===== config.mk =====
export PLATFORM = sky130hd
export DESIGN_NAME = seq_mul4x4
export DESIGN_NICKNAME = d
export VERILOG_FILES = /design/src/rtl/seq_mul_pkg.sv /design/src/rtl/seq_mul4x4_mul2x2.sv /design/src/rtl/seq_mul4x4.sv
export SDC_FILE = /design/constraint.sdc
export NUM_CORES = 1
export LEC_CHECK = 0
export ABC_AREA = 1
export ABC_CLOCK_PERIOD_IN_PS = 3800
export CORE_ASPECT_RATIO = 1.25
export CORE_MARGIN = 4
export CORE_UTILIZATION = 40
export DETAILED_ROUTE_END_ITERATION = 12
export PLACE_DENSITY = 0.59
export SYNTH_ARGS = -nofsm -noshare
export SYNTH_HDL_FRONTEND = slang
export SYNTH_SLANG_ARGS = --single-unit

===== constraint.sdc =====
create_clock -name clk -period 3.8 [get_ports clk]
set_clock_uncertainty 0.05 [all_clocks]
set_input_delay 0.38 -clock clk [delete_from_list [all_inputs] [get_ports clk]]
set_output_delay 0.38 -clock clk [all_outputs]
set_load 0.01 [all_outputs]

===== src/rtl/seq_mul_pkg.sv =====
// ----------------------------------------------------------------------------
// seq_mul_pkg
// Shared definitions for the sequential digit-serial multiplier:
//   - state_t     : FSM state encoding (IDLE / CALC / DONE)
//   - DIGITS_DEF  : default number of 2-bit digits per operand
//   - CALC_CYCLES : number of CALC cycles for the default digit count
//   - idx_width() : width of a digit index counter (never less than 1)
// ----------------------------------------------------------------------------
package seq_mul_pkg;

    typedef enum logic [1:0] {
        IDLE = 2'd0,
        CALC = 2'd1,
        DONE = 2'd2
    } state_t;

    localparam int DIGITS_DEF  = 2;
    localparam int CALC_CYCLES = DIGITS_DEF * DIGITS_DEF;

    // A single-digit operand still needs a 1-bit index register.
    function automatic int idx_width(input int digits);
        return (digits > 1) ? $clog2(digits) : 1;
    endfunction

endpackage


===== src/rtl/seq_mul4x4_mul2x2.sv =====
// ----------------------------------------------------------------------------
// mul2x2
// Combinational 2-bit x 2-bit -> 4-bit unsigned digit multiplier.
// Ports:
//   i_a [1:0] : multiplicand digit
//   i_b [1:0] : multiplier digit
//   o_p [3:0] : product
// ----------------------------------------------------------------------------
module mul2x2 (
    input  logic [1:0] i_a,
    input  logic [1:0] i_b,
    output logic [3:0] o_p
);

    // Two shifted partial products of a 2-bit multiplicand.
    logic [3:0] w_pp0;
    logic [3:0] w_pp1;

    assign w_pp0 = i_b[0] ? {2'b00, i_a}       : 4'd0;
    assign w_pp1 = i_b[1] ? {1'b0, i_a, 1'b0}  : 4'd0;
    assign o_p   = w_pp0 + w_pp1;

endmodule


===== src/rtl/seq_mul4x4.sv =====
// ----------------------------------------------------------------------------
// seq_mul4x4
// Sequential unsigned multiplier. Each operand is split into 2-bit digits;
// one digit pair per cycle goes through a shared mul2x2 and the shifted
// partial product is added into a 2W-bit accumulator.
//
// Parameters:
//   DIGITS    : 2-bit digits per operand (W = 2*DIGITS, product is 2W bits)
// Ports:
//   clk       : rising-edge clock
//   rst_n     : asynchronous active-low reset
//   in_valid  : operands present on a_in / b_in
//   in_ready  : block can accept operands (IDLE only)
//   a_in      : multiplicand [W-1:0]
//   b_in      : multiplier   [W-1:0]
//   out_valid : product valid (DONE only)
//   out_ready : consumer accepts product
//   product   : result [2W-1:0], changes only when entering DONE
//   busy      : state is not IDLE
//
// Build option:
//   SEQ_MUL_ZERO_SKIP_EN : when defined, a zero operand at accept goes
//                          straight to DONE with a zero result (latency 1).
// ----------------------------------------------------------------------------
module seq_mul4x4
    import seq_mul_pkg::*;
#(
    parameter int DIGITS = DIGITS_DEF
) (
    input  logic                  clk,
    input  logic                  rst_n,
    input  logic                  in_valid,
    output logic                  in_ready,
    input  logic [2*DIGITS-1:0]   a_in,
    input  logic [2*DIGITS-1:0]   b_in,
    output logic                  out_valid,
    input  logic                  out_ready,
    output logic [4*DIGITS-1:0]   product,
    output logic                  busy
);

    localparam int W      = 2 * DIGITS;
    localparam int PROD_W = 2 * W;
    localparam int IDX_W  = idx_width(DIGITS);

    localparam logic [IDX_W-1:0] LAST_IDX = IDX_W'(DIGITS - 1);

    // ------------------------------------------------------------------
    // State and datapath registers
    // ------------------------------------------------------------------
    state_t              r_state;
    logic [W-1:0]        r_a;
    logic [W-1:0]        r_b;
    logic [PROD_W-1:0]   r_acc;
    logic [PROD_W-1:0]   r_product;
    logic [IDX_W-1:0]    r_i;
    logic [IDX_W-1:0]    r_j;
    logic                r_in_ready;
    logic                r_out_valid;
    logic                r_busy;

    // ------------------------------------------------------------------
    // Digit select, shared digit multiplier, shift-add
    // ------------------------------------------------------------------
    logic [1:0]          w_a_dig;
    logic [1:0]          w_b_dig;
    logic [3:0]          w_pp;
    logic [IDX_W+1:0]    w_shift;
    logic [PROD_W-1:0]   w_pp_shifted;
    logic [PROD_W-1:0]   w_acc_next;
    logic                w_last_pair;

    assign w_a_dig = r_a[{r_i, 1'b0} +: 2];
    assign w_b_dig = r_b[{r_j, 1'b0} +: 2];

    mul2x2 u_mul2x2 (
        .i_a (w_a_dig),
        .i_b (w_b_dig),
        .o_p (w_pp)
    );

    // Digit pair (i, j) carries weight 4^(i+j), i.e. a shift of 2*(i+j).
    assign w_shift      = {1'b0, r_i, 1'b0} + {1'b0, r_j, 1'b0};
    assign w_pp_shifted = PROD_W'(w_pp) << w_shift;
    assign w_acc_next   = r_acc + w_pp_shifted;
    assign w_last_pair  = (r_i == LAST_IDX) && (r_j == LAST_IDX);

`ifdef SEQ_MUL_ZERO_SKIP_EN
    logic w_zero_op;
    assign w_zero_op = (a_in == '0) || (b_in == '0);
`endif

    // ------------------------------------------------------------------
    // FSM with registered handshake/status outputs
    // ------------------------------------------------------------------
    // NOTE: sequential state uses non-blocking assignments so every register
    // in this block samples the pre-edge values, independent of statement order.
    always_ff @(posedge clk or negedge rst_n) begin
        if (!rst_n) begin
            r_state     <= IDLE;
            // NOTE: the operand registers are reset too; they are few flops and
            // a known value keeps the digit muxes free of X after reset.
            r_a         <= '0;
            r_b         <= '0;
            r_acc       <= '0;
            r_product   <= '0;
            r_i         <= '0;
            r_j         <= '0;
            r_in_ready  <= 1'b1;
            r_out_valid <= 1'b0;
            r_busy      <= 1'b0;
        end else begin
            case (r_state)
                IDLE: begin
                    // in_ready is 1 throughout IDLE, so in_valid alone is the accept.
                    if (in_valid) begin
                        r_a        <= a_in;
                        r_b        <= b_in;
                        r_acc      <= '0;
                        r_i        <= '0;
                        r_j        <= '0;
                        r_in_ready <= 1'b0;
                        r_busy     <= 1'b1;
`ifdef SEQ_MUL_ZERO_SKIP_EN
                        if (w_zero_op) begin
                            r_state     <= DONE;
                            r_product   <= '0;
                            r_out_valid <= 1'b1;
                        end else begin
                            r_state     <= CALC;
                        end
`else
                        r_state    <= CALC;
`endif
                    end
                end

                CALC: begin
                    r_acc <= w_acc_next;
                    if (w_last_pair) begin
                        r_state     <= DONE;
                        r_product   <= w_acc_next;
                        r_out_valid <= 1'b1;
                        r_i         <= '0;
                        r_j         <= '0;
                    end else if (r_j == LAST_IDX) begin
                        r_j <= '0;
                        r_i <= r_i + IDX_W'(1);
                    end else begin
                        r_j <= r_j + IDX_W'(1);
                    end
                end

                DONE: begin
                    // out_valid is 1 throughout DONE, so out_ready alone is the handshake.
                    if (out_ready) begin
                        r_state     <= IDLE;
                        r_out_valid <= 1'b0;
                        r_in_ready  <= 1'b1;
                        r_busy      <= 1'b0;
                    end
                end

                default: begin
                    r_state     <= IDLE;
                    r_out_valid <= 1'b0;
                    r_in_ready  <= 1'b1;
                    r_busy      <= 1'b0;
                end
            endcase
        end
    end

    assign in_ready  = r_in_ready;
    assign out_valid = r_out_valid;
    assign product   = r_product;
    assign busy      = r_busy;

endmodule

## Yosys cells after proc, flatten, opt, wreduce, memory -nomap -nowiden

Cells that the tools add are included.

- Word-level logic and storage cells: 58
- Output and inout bits: 11
- Register bits after elaboration: 31

- Muxes and demuxes: 22
- Reductions and logical operators: 10
- Bitwise logic cells: 2
- Eq/ne operators: 6
- $add $sub $neg: 5
- Shifts and indexed selects: 3

Operator list:

| operator | count |
|---|---|
| one-hot mux 8 bit (2 select lines) | 1 |
| AND reduction 3 bit | 4 |
| two-way mux 1 bit | 9 |
| one-hot mux 1 bit (3 select lines) | 3 |
| adder 8 bit | 1 |
| two-way mux 2 bit | 4 |
| two-way mux 8 bit | 1 |
| variable part select 4 x 3 -> 2 bit | 2 |
| << shifter 4 x 3 -> 8 bit | 1 |
| inequality test 2 bit (second input constant) | 3 |
| one-hot mux 2 bit (3 select lines) | 1 |
| AND reduction 2 bit | 3 |
| adder 4 bit | 1 |
| one-hot mux 1 bit (2 select lines) | 2 |
| adder 2 x 2 -> 3 bit | 1 |
| two-way mux 3 bit | 1 |
| inequality test 3 bit (second input constant) | 1 |
| adder 1 bit (second input constant) | 2 |
| == test 2 x 1 -> 1 bit (second input constant) | 1 |
| == test 2 bit (second input constant) | 1 |
| logical NOT 2 bit | 1 |
| NOT 1 bit | 2 |
| nonzero test 2 bit | 1 |
| logical AND 1 bit | 1 |

## Depth between registers and ports, before layout

Gate-level depths: netlist of the first run.

- Word-level depth: 6
- Mapped depth: 21
- Mapped depth without buffers: 21

## Hierarchy

A second synthesis of the first run with hierarchy kept.

- Cells, all modules: 246
- Area total of the unflattened synthesis: 1,819.2 um^2

Modules (own cells, without submodules):

| module | sequential area each (um^2) | cells an instance | instances | area an instance (um^2) |
|---|---|---|---|---|
| seq_mul4x4 | 777.0 | 236 | 1 | 1,764.2 |
| mul2x2 | 0.0 | 10 | 1 | 55.1 |

## Least setup slack after synthesis of the first run

OpenSTA, ideal clock, no wires.

- Kind: reg2reg
- Start: reg r_j
- End: reg r_product[7], in the netlist product[7]
- Slack: 1.172 ns
- Path buffers: 0
- Arrival: 2.461 ns
- Stages on the path, launching flop included: 15
- Setup time: 0.117 ns
- Cell sequence: dfrtp_1 -> or2_2 -> o21ai_0 -> nor2_1 -> ha_1 -> ha_1 -> o21ai_0 -> nor2_1 -> ha_1 -> a21oi_1 -> nand2_1 -> a21oi_1 -> nand2_1 -> nand3_1 -> nand2_1

- Cells in the longest elaborated chain, start to end: 5
- Elaborated cells on any way between the ends: 9

RTL lines:

| what | RTL line | text |
|---|---|---|
| start: declaration | seq_mul4x4.sv:57 | `logic [IDX_W-1:0] r_j;` |
| start signal: assignment | seq_mul4x4.sv:150 | `r_j <= r_j + IDX_W'(1);` |
| variable part select 4 x 3 -> 2 bit | seq_mul4x4.sv:74 | `assign w_b_dig = r_b[{r_j, 1'b0} +: 2];` |
| two-way mux 2 bit / two-way mux 3 bit (equally long branches) | seq_mul4x4_mul2x2.sv:19, seq_mul4x4_mul2x2.sv:20 |  |
| adder 4 bit | seq_mul4x4_mul2x2.sv:21 | `assign o_p = w_pp0 + w_pp1;` |
| << shifter 4 x 3 -> 8 bit | seq_mul4x4.sv:84 | `assign w_pp_shifted = PROD_W'(w_pp) << w_shift;` |
| adder 8 bit | seq_mul4x4.sv:85 | `assign w_acc_next = r_acc + w_pp_shifted;` |
| end signal: assignment | seq_mul4x4.sv:142 | `r_product <= w_acc_next;` |
| end: declaration | seq_mul4x4.sv:55 | `logic [PROD_W-1:0] r_product;` |

Parallel ways exist; a longest one is shown, timed or not.
A chain may end at the register's enable or synchronous reset.

## Final worst setup path of the first run

- Start: reg r_j
- End: reg r_acc[7]

- Cells in the longest elaborated chain, start to end: 6
- Elaborated cells on any way between the ends: 8

RTL lines:

| what | RTL line | text |
|---|---|---|
| variable part select 4 x 3 -> 2 bit | seq_mul4x4.sv:74 |  |
| two-way mux 2 bit / two-way mux 3 bit (equally long branches) | seq_mul4x4_mul2x2.sv:19, seq_mul4x4_mul2x2.sv:20 |  |
| adder 4 bit | seq_mul4x4_mul2x2.sv:21 |  |
| << shifter 4 x 3 -> 8 bit (*) | seq_mul4x4.sv:84 |  |
| adder 8 bit (*) | seq_mul4x4.sv:85 |  |
| one-hot mux 8 bit (2 select lines) (*) | seq_mul4x4.sv:113 | `case (r_state)` |
| end signal: assignment | seq_mul4x4.sv:139 | `r_acc <= w_acc_next;` |
| end: declaration | seq_mul4x4.sv:54 | `logic [PROD_W-1:0] r_acc;` |

Every way passes the cells marked *; elsewhere a longest branch is shown, timed or not.

==> metrics.md, run 1 <==
| Metric | Value |
|---|---|
| Cell Pwr Density | 868.1 nW/um^2 |
| Num CTS Buffers | 5 |
| Endpoints failing setup | 0 |
| Setup crit end | r_acc[7] |
| Largest net degree at the start of global routing | 32 |
| Htree depth | 2 |
| Syn-to-layout area delta | 21.51% |
| RSZ-0062 raised after global routing | no |
| Row count | 27 |
| TNS Setup | 0 ps |
| Peak Freq | roughly 340 MHz |
| Post-CTS setup buffers | 0 |
| Synth Register Bits | 31 |
| Fin. max-slew vios | 0 |
| Initial core utilization | ~40% |
| Worst-Skew Late Latency | 280 ps |
| Worst-path maximum fanout | 6 |
| Synthesized instance count | between 200 and 250 |
| Endpoints failing hold | 0 |
| Worst slew pin tran | 516.5 ps |
| Detailed Route Iter0 Violations | between 50 and 60 |
| Vias in the first global route | approximately 1400 |
| CTS clock-pin slew for the worst setup and hold paths | 60 ps |
| ANT cells | 0 |
| Worst setup EP type | register |
| Top cell type's share of synthesized area | a little over two fifths |
| Maximum vdd drop | about 280 uV |
| Clock Path Buffers | 2 |
| Status | finished clean |
| Critical Path RT | about 3900 ps |
| Final wirelength | between 3 and 4 mm |
| Critical path origin | r_j |
| Top_reg_cell synth | dfrtp_1 |
| Slew margin rel. | between 60% and 70% |
| Post-DP HPWL | between 2 and 3 mm |
| Tmin final | 2906 ps |
| Area contributors post-synth | dfrtp_1 (42%), nand2_1 (18%), ha_1 (7.6%) |
| Hold Crit Start | r_b[2] |
| CTS tree | built |
| GRT Overall Usage | between 10% and 20% |
| Antenna viol nets, final | 0 |
| Via count | 1453 |
| Clock Sink Count | 31 |
| Die Area | roughly 5700 um^2 |
| Hold Crit Class | register to register |
| Max-cap viol count | 0 |
| Number of enable flip-flop cells after synthesis | 0 |
| Period utilization | between 70% and 80% |
| I/O Buffers | 22 |
| First-pass GRT wire length | between 6 and 7 mm |
| Final Power | roughly 1.9 mW |
| Via density | 4.613 |
| Worst setup path class | register to register |
| Static Leakage | 1.173 nW |
| Die height | between 80 and 90 um |
| Post-synthesis sequential area ratio | a little over two fifths |
| FF-to-FF path depth | 14 |
| Reg-to-Reg Start | r_j |
| Clock Tree Root | clkbuf_8 |
| Yosys warning count | 0 |
| Startpoint Class | register |
| Worst EP arrival | a little over 3000 ps |
| Ports | 23 |
| Routed WL per cell | about 11 um |
| Netlist cell types | 31 |
| Syn_nets | between 200 and 300 |
| Post-CTS sizing | 0 |
| Initial antenna violation count | 0 |
| Layout cells sized above 1 | 8.949% |
| FF-to-FF End | r_acc[7] |
| Placeable Area | roughly 4400 um^2 |
| CTS Hold Bufs | 0 |
| GR Overflow Total | 0 |
| Routability Congestion | 0.8273 |
| Async S/R FF share, synth | between 90% and 100% |
| Synth Cell Area | 1803 um^2 |
| Setup slack, reg-to-reg | approximately 890 ps |
| Synthesized area per cell | roughly 7.9 um^2 |
| Die width | ~70 um |
| # DRC | 0 |
| Cell taking the most area after synthesis | dfrtp_1 |
| Layout net count | 280 |
| Drt first pass iters | 4 |
critical path, cell delays in order (launching register included):
cell and delay [ps]:
dfrtp_1 440, or2_2 310, o21ai_0 130, nor2_1 90, ha_1 190, ha_1 290, o21ai_0 240, nor2_1 70
ha_1 360, a21oi_1 140, nand2_1 140, a21oi_1 150, nand2_1 80, nand3_1 70, nand2_1 50
per-layer routing:
| metal | GRT usage [%] | share of wire [%] |
|---|---|---|
| met5 | 0 | 0 |
| met4 | 4.340 | 1.2 |
| met3 | 4.060 | 3.8 |
| met2 | 24.04 | 50 |
| met1 | 17.41 | 45 |
kinds of logic after synthesis:
family | after synthesis | synth area share (%)
xor+xnor | 3 | 1.458
compound gates | 24 | 7.495
flops | 31 | 43.10
simple gates | 123 | 29.15
mux | 2 | 1.110
fa+ha+maj | 12 | 8.744
buf+inv | 34 | 8.952
state kept, by name, summed over array words and instances (netlist names):
signal,flops
r_acc,8
in_ready,1
out_valid,1
r_state,2
product,8
r_b,4
r_j,1
busy,1
r_a,4
r_i,1
cells in the mapped netlist, types with 2 or more instances:
master and number:
a21oi_1 6, dfrtp_1 30, ha_1 11, inv_1 25, inv_2 3, mux2i_1 2
nand2_1 87, nand3_1 13, nand4_1 3, nor2_1 13, o21ai_0 10, o21ai_1 3
o21ai_2 3, or2_2 2, xnor2_1 2
report_power, final:
part / leakage (nW) / switching (mW) / internal [mW]
Clock: 0.0612 / 0.122 / 0.212
Combinational: 0.718 / 0.594 / 0.402
Sequential: 0.393 / 0.0898 / 0.482
metrics by stage:
step	utilization [%]	hold slack (ps)	std cells	setup slack [ps]	instance area (um^2)
2_1_floorplan	-	34.41	229	1172	1803
3_3_place_gp	47.21	413.7	307	985.3	2073
3_5_place_dp	47.21	416.1	307	908.2	2073
4_1_cts	49.89	434.1	315	907.9	2191
5_1_grt	49.89	452.6	315	699.2	2191
6_report	49.89	426.9	315	894.4	2191
how the worst min path moves through the flow:
stage / to / cells after the start
CTS: product[1] / 2
global placement: product[6] / 2
global route: r_b[1] / 2
finish: r_b[2] / 2
floorplan: busy / 0
detailed placement: product[1] / 2
area by class of cell:
cell class,count,area [um^2]
timing repair buffer,23,227.7
tap,58,72.57
sequential,31,777.0
multi-input combinational,164,864.6
clock inverter,2,35.03
clock buffer,6,82.58
fill,450,2201
inverter,31,131.4
placed cells by master (no fill, tap or decap), types with 2 or more instances in the layout:
cell             netlist  routed
nand3_1               13      13
inv_2                  3       3
clkdlybuf4s50_1        0      22
nor2_1                13      13
mux2i_1                2       2
o21ai_2                3       3
inv_1                 25      25
xnor2_1                2       2
o21ai_0               10      10
nand2_1               87      87
o21ai_1                3       3
a21oi_1                6       6
clkbuf_8               1       6
nand4_1                3       3
or2_2                  2       2
dfrtp_1               30      30
ha_1                  11      11
Note: power is estimated with default switching activity, not from simulation.
==> run 2: changes to the inputs <==
- ABC_CLOCK_PERIOD_IN_PS: 3800 -> 2450
- PLACE_DENSITY: 0.59 -> 0.61
- clock period: 3.8 -> 2.45 ns (I/O delays scaled with it)
==> metrics.md, run 2 (synthesis results as in run 1) <==
| Metric | Value |
|---|---|
| Die width | between 60 and 70 um |
| Endpoints failing setup | 6 |
| Initial antenna violation count | 0 |
| Clock Path Buffers | 2 |
| Slew margin rel. | around three quarters |
| Fin util | a little under three fifths |
| Cell Pwr Density | ~1400 nW/um^2 |
| Filler instances | ~410 |
| Met1 Use GR | a little under a fifth |
| Row count | 27 |
| Final wirelength | 3.891 mm |
| Worst setup path class | register to register |
| ANT cells | 0 |
| Worst setup EP type | register |
| Placeable Area | approximately 4400 um^2 |
| Failing checks | setup timing |
| Layout net count | 300 |
| Startpoint Class | register |
| Layout cells sized above 1 | 26.71% |
| Drt first pass iters | 4 |
| Maximum vdd drop | between 500 and 600 uV |
| Htree depth | 2 |
| Vias in the first global route | 1456 |
| Largest net degree at the start of global routing | 32 |
| Ports | 23 |
| Endpoints failing hold | 0 |
| Seq. cell area | 777.0 um^2 |
| Met3 usage in global routing | under 10% |
| Most frequent cells in the layout | nand2_1 (82), dfrtp_1 (30), inv_1 (23) |
| Multi-input logic area | approximately 1100 um^2 |
| Global routing's busiest layer | met2 |
| Tmin final | about 2500 ps |
| CP max stage delay | 430 ps |
| GRT Overall Usage | 14.93% |
| Crit path max-delay cell type | dfrtp_1 |
| Die Area | roughly 5700 um^2 |
| Clock Sink Count | 31 |
| Worst-Skew Late Latency | about 280 ps |
| Final worst slack | -10.81 ps |
| Worst slew pin tran | approximately 390 ps |
| Detailed Route Iter0 Violations | 60 |
| Die height | ~83 um |
| Worst-path maximum fanout | 4 |
| GR Overflow Total | 0 |
| Max-cap viol count | 0 |
| Delay-heaviest family, CP | simple AND/OR/NAND/NOR gates |
| I/O Buffers | 22 |
| Routed WL per cell | approximately 12 um |
| Clock Tree Root | clkbuf_8 |
| Commonest non-fill, non-tap cell in the layout | nand2_1 |
| CTS clock-pin slew for the worst setup and hold paths | 70 ps |
| First-pass GRT wire length | 6.479 mm |
| Worst EP arrival | 2580 ps |
| Num CTS Buffers | 5 |
| Post-DP HPWL | ~2.8 mm |
| RSZ-0062 raised after global routing | yes |
| Pre-CTS setup slack | -94.17 ps |
| Period utilization | 100.4% |
| Via density | roughly 4.7 |
| Status | finished, violations left |
| Initial core utilization | about two fifths |
| Fin. max-slew vios | 0 |
| Peak Freq | approximately 400 MHz |
| Syn-to-layout area delta | 40.11% |
| CTS Hold Bufs | 0 |
| Hold Crit Class | input port to async pin |
| Critical Path RT | 2570 ps |
| Antenna viol nets, final | 0 |
| GR Layer Usage met2 | around a quarter |
| Critical-path cell list | or2_4, o21ai_4, nor2_4, ha_4, ha_4, o21ai_4, nor2_1, ha_1, a21oi_2, nand2_2, nand2_2, nand3b_1, nand3_1, nand2_1 |
| Static Leakage | about 1.3 nW |
| Final Power | between 3 and 4 mW |
| Via count | 1563 |
| Routability Congestion | roughly 0.86 |
| # DRC | 0 |
| CTS tree | built |
| CP bufs+invs | 0 |
-- run 2: timing repair --
item / CTS / global route
setup buffers: 1 / 1
resized for setup: 4 / 32
setup endpoints to repair: 11 / 12
pin swaps: 14 / 8
gates cloned: 0 / 0
-- run 2: worst register-to-register path, cell delays in order, from the launching register on --
cell	delay [ps]
dfrtp_1	430
or2_4	260
o21ai_4	80
nor2_4	60
ha_4	170
ha_4	230
o21ai_4	130
nor2_1	60
ha_1	310
a21oi_2	140
nand2_2	120
nand2_2	100
nand3b_1	100
nand3_1	80
nand2_1	50
-- run 2: per-stage QoR --
step,area (um^2),setup TNS [ps],hold slack (ps),instances
floorplan,1828,-31.14,-100.6,229
global placement,2246,-192.1,412.1,325
detailed placement,2246,-633.1,415.9,325
global route,2526,-1409,339.0,335
CTS,2366,-1.500,312.8,334
finish,2526,-48.03,304.2,335
-- run 2: final cells by class --
class | count | area share, %
Timing Repair Buffer | 43 | 15.45
Clock buffer | 8 | 3.962
Inverter | 31 | 5.201
Tap cell | 58 | 2.873
Multi-Input combinational cell | 164 | 41.75
Sequential cell | 31 | 30.76
-- run 2: routing by layer --
layer | vias up | part of all wire (%)
met5 | - | 0
li1 | 816 | -
met1 | 710 | 42
met2 | 29 | 52
met3 | 8 | 3.7
met4 | 0 | 2.2
-- run 2: power breakdown --
group | leakage, nW | switching, mW | internal (mW)
logic | 0.831 | 1.18 | 1.08
clock network | 0.0515 | 0.183 | 0.256
registers | 0.393 | 0.156 | 0.748
-- run 2: final timing paths --
kind                                 start         end  slack (ps)  cells after the start
worst max-delay path                   r_j  product[5]         -10                     14
worst min-delay path                 rst_n  product[4]         300                      2
worst max register to register         r_j  product[5]         -10                     14
worst min register to register  product[1]  product[1]         430                      2
max in group asynchronous            rst_n    in_ready        1720                      2
min in group clk                product[1]  product[1]         430                      2
==> run 3: changes to the inputs <==
- CTS_CLUSTER_DIAMETER: default -> 50
- CTS_CLUSTER_SIZE: default -> 10
==> results of run 3 <==
No change in the layout: final DEF, timing and power equal those of run 2.
